## config.mk

```make
export PLATFORM = sky130hd
export DESIGN_NAME = alu_arbiter
export DESIGN_NICKNAME = d
export VERILOG_FILES = /design/src/rtl/alu_arbiter.sv
export SDC_FILE = /design/constraint.sdc
export NUM_CORES = 1
export LEC_CHECK = 0
export CAP_MARGIN = 15
export CELL_PAD_IN_SITES_DETAIL_PLACEMENT = 1
export CELL_PAD_IN_SITES_GLOBAL_PLACEMENT = 1
export CORE_UTILIZATION = 29
export DETAILED_ROUTE_END_ITERATION = 8
export PLACE_DENSITY = 0.95
export SYNTH_ARGS = -nofsm -noshare
export SYNTH_HDL_FRONTEND = slang
export SYNTH_SLANG_ARGS = --single-unit
```

## constraint.sdc

```tcl
create_clock -name clk -period 5.1 [get_ports clk]
set_clock_uncertainty 0.15 [all_clocks]
set_input_delay 1.02 -clock clk [delete_from_list [all_inputs] [get_ports clk]]
set_output_delay 1.02 -clock clk [all_outputs]
set_load 0.01 [all_outputs]
```

## src/rtl/alu_arbiter.sv

```systemverilog
// Round-robin two-port scheduler in front of a shared 32-bit ALU.
// S1 registers the granted operands into the ALU, and S2 holds one response slot per requester.
module alu_arbiter #(
   parameter int unsigned DW = 32,
   parameter int unsigned CW = 6
) (
   input  logic          clk,
   input  logic          reset,
   input  logic          req0_valid,
   output logic          req0_ready,
   input  logic [CW-1:0] req0_ctl,
   input  logic [DW-1:0] req0_a,
   input  logic [DW-1:0] req0_b,
   input  logic          req1_valid,
   output logic          req1_ready,
   input  logic [CW-1:0] req1_ctl,
   input  logic [DW-1:0] req1_a,
   input  logic [DW-1:0] req1_b,
   output logic          rsp0_valid,
   input  logic          rsp0_ready,
   output logic [DW-1:0] rsp0_data,
   output logic          rsp0_zero,
   output logic          rsp1_valid,
   input  logic          rsp1_ready,
   output logic [DW-1:0] rsp1_data,
   output logic          rsp1_zero,
   output logic [CW-1:0] alu_ctl,
   output logic [DW-1:0] alu_a,
   output logic [DW-1:0] alu_b,
   input  logic [DW-1:0] alu_out,
   input  logic          alu_zero
);

   logic s1_valid;
   logic s1_id;
   logic last_grant;
   logic elig0, elig1;
   logic grant0, grant1;

   // A port is blocked while its op sits in S1 or while its slot is full and not draining
   always_comb begin
      elig0  = req0_valid && !(s1_valid && !s1_id) && (!rsp0_valid || rsp0_ready);
      elig1  = req1_valid && !(s1_valid &&  s1_id) && (!rsp1_valid || rsp1_ready);
      grant0 = 1'b0;
      grant1 = 1'b0;
      if (!reset) begin
         if (elig0 && elig1) begin
            grant0 = last_grant;
            grant1 = !last_grant;
         end else begin
            grant0 = elig0;
            grant1 = elig1;
         end
      end
   end

   assign req0_ready = grant0;
   assign req1_ready = grant1;

   // S1: ALU input stage
   always_ff @(posedge clk) begin
      if (reset) begin
         s1_valid   <= 1'b0;
         s1_id      <= 1'b0;
         alu_ctl    <= '0;
         alu_a      <= '0;
         alu_b      <= '0;
         last_grant <= 1'b1;
      end else begin
         s1_valid <= grant0 || grant1;
         if (grant0 || grant1) begin
            s1_id      <= grant1;
            last_grant <= grant1;
            alu_ctl    <= grant1 ? req1_ctl : req0_ctl;
            alu_a      <= grant1 ? req1_a   : req0_a;
            alu_b      <= grant1 ? req1_b   : req0_b;
         end
      end
   end

   // S2: response slots; a refill on the same edge takes priority over a drain
   always_ff @(posedge clk) begin
      if (reset) begin
         rsp0_valid <= 1'b0;
         rsp0_data  <= '0;
         rsp0_zero  <= 1'b0;
         rsp1_valid <= 1'b0;
         rsp1_data  <= '0;
         rsp1_zero  <= 1'b0;
      end else begin
         if (s1_valid && !s1_id) begin
            rsp0_valid <= 1'b1;
            rsp0_data  <= alu_out;
            rsp0_zero  <= alu_zero;
         end else if (rsp0_ready) begin
            rsp0_valid <= 1'b0;
         end
         if (s1_valid && s1_id) begin
            rsp1_valid <= 1'b1;
            rsp1_data  <= alu_out;
            rsp1_zero  <= alu_zero;
         end else if (rsp1_ready) begin
            rsp1_valid <= 1'b0;
         end
      end
   end

endmodule

```

==> impl_metrics.yaml <==
sta:
  final-setup-viol-count: 0
  rsz0062_at_grt: "no"
  maxSlewHeadroom_pct: 28.23
  fin_setup_tns_ns: 0
  drv_slew: 0
  post-route-period-util_pct: 75.86
  tightest_slew_ns: 1.077
  fmax_ghz: 0.2585
  hold_violations: 0
  period_needed_ns: 3.869
clock_network:
  clockRootBuffer: "clkbuf_16"
  cts_resized: 0
  tritoncts: "done"
  h-tree-depth: 4
  clk_pin_slew_ns: 0.06
  hold_buffers: 0
  cts_setup_buffers: 0
  cts_made_buffers: 17
  cts_buffer_depth: 2
  cts.sinks: 141
  clock_latency_ns: 0.41
setup_path:
  path_class: "primary input to primary output"
  cp-startpoint: "rsp1_ready"
  path_max_fanout: 4
  cp_slowest_cell: "clkdlybuf4s50_1"
  reg2reg_from: "rsp1_valid"
  end_kind: "primary output"
  startpoint_type: "primary input"
  crit_path_frequent_cell: "clkdlybuf4s50_1"
  r2r_setup_slack_ns: 2.33
  arrival_ns: 2.70
  worstPathRequired_ns: 3.93
  crit_chain: "clkdlybuf4s50_1 > nand2b_1 > nand3_1 > nor2_1 > nor3_1 > clkdlybuf4s50_1"
  critical-path-max-stage-delay_ns: 0.63
synthesis:
  yosysSeqAreaShare_pct: 48.46
  synth-edff-count: 0
  synthCells: 727
  syn_area_sq_um: 5824
  synth_fp_nets: 906
  async_flop_share_pct: 0
  netlist.area_leader.share_pct: 48.46
  yosys-top-cells-area: "dfxtp_1 48%, a311oi_1 11%, nand2_1 8.8%"
  synth_cell_types: 22
  synth_flop_cell: "dfxtp_1"
  ys_ff_latch: 141
  synth_top_cell_by_area: "dfxtp_1"
  synth.avg_cell_area_sq_um: 8.011
  ys_warn_count: 0
power:
  vdd_ir_drop_max_v: 0.0001905
  p_per_area_nw_per_um2: 353.5
  report.power.total_mw: 3.456
  p_leak_nw: 3.281
status:
  outcome: "completed"
global_routing:
  grt_pass1_wl_microns: 36790
  grt_max_degree: 95
  gr-total-overflow: 0
  grt_pass1_vias: 6954
  antenna_found_initial: 1
  grt.total_usage_pct: 23.23
placed_design:
  port_buffers: 318
  place.gp.congestion: 0.7619
  dp_hpwl_microns: 16690
route:
  vias_per_cell: 5.288
  drtIter0Drc: 299
  postRouteAntennaNets: 0
  firstDrtPassIters: 4
  drt_wl_total_microns: 24500
  drcViolationCount: 0
  vias: 6726
  wl_per_cell_microns: 19.26
floorplanning:
  fp-row-count: 51
  dieWidth_microns: 143.7
  io_pins: 319
  core-area_sq_um: 19590
  die_h_microns: 143.7
  initial_utilization_pct: 29.73
  dieArea_sq_um: 20650
flow_run:
  maxCapViolCount: 0
hold_path:
  hold_start: "rsp0_data[31]"
  hold_path.class: "flip-flop to flip-flop"
final_layout:
  layout-drive-gt1-share_pct: 5.169
  area_growth_pct: 67.84
  fin_nets: 1172
  fillers: 2285
-- Yosys cell counts (all sizes together) (3+ instances only) --
cell type	instances
nor3	72
a21oi	67
nand3	72
o21ai	70
dfxtp	141
nor2b	3
nor2	4
a311oi	70
buf	34
nand2	136
clkbuf	49
-- cell families after synthesis --
family,Yosys count,share of synthesized area [%]
simple gates,293,22.86
buf+inv,84,6.079
flops,141,48.46
compound gates,209,22.60
-- per-layer routing --
layer / share of wire [%] / vias up / GRT usage (%)
met4: 4.0 / 0 / 11.37
met3: 7.7 / 64 / 7.731
met1: 39 / 3210 / 25.28
met5: 0 / - / 0
li1: - / 3157 / -
met2: 50 / 295 / 40.37
-- stage by stage --
stage	hold slack, ns	instances	instance area (sq um)	setup WS (ns)	utilization [%]
after floorplan	0.3092	727	5824	2.050	-
after global placement	0.2914	1239	9102	1.278	46.46
after detailed placement	0.2958	1239	9102	1.097	46.46
after CTS	0.3055	1271	9773	1.190	49.89
after global routing	0.3270	1271	9773	1.103	49.89
final	0.3053	1272	9776	1.231	49.90
-- layout by cell type, fill, tap and decap left out, types with 2 or more instances in the layout --
cell type	instances
inv_8	2
o21ai_0	70
bufinv_16	5
inv_6	2
nor2b_1	2
a21oi_1	67
dfxtp_1	141
clkdlybuf4s50_1	317
a311oi_1	70
nand3_1	71
nand2_1	136
nor3_1	71
buf_4	12
clkinvlp_4	2
nor2_1	4
clkbuf_16	17
clkinv_4	3
-- final timing paths --
kind | to | cells after the start
setup / recovery | req0_ready | 6
hold / removal | rsp0_data[31] | 2
setup reg to reg | alu_a[6] | 5
hold reg to reg | rsp0_data[31] | 2
-- report_power, final --
part | switching [mW] | internal (mW)
clock network | 0.523 | 0.894
logic | 0.388 | 0.394
registers | 0.0543 | 1.20
total | 0.966 | 2.49
-- sequential cells by signal (all words and copies together) (netlist names) --
signal / cells
alu_b: 32
alu_a: 32
s1_valid: 1
rsp0_valid: 1
rsp0_data: 32
s1_id: 1
last_grant: 1
rsp1_valid: 1
rsp1_data: 32
alu_ctl: 6
rsp0_zero: 1
rsp1_zero: 1
-- area by class of cell --
cell class / count / area [sq um] / area share, %
sequential: 141 / 2823 / 28.87
tap: 265 / 331.6 / 3.392
clock inverter: 14 / 231.5 / 2.368
clock buffer: 18 / 439.2 / 4.493
inverter: 1 / 3.754 / 0.03840
antenna: 1 / 2.502 / 0.02560
timing repair buffer: 330 / 3283 / 33.59
multi-input combinational: 502 / 2661 / 27.22
-- worst max-delay path, delay by kind of cell --
family,cells,cell delay (ns)
buffers and inverters,2,1.05
AND/OR/NAND/NOR,4,0.62
Note: power is estimated with default switching activity, not from simulation.
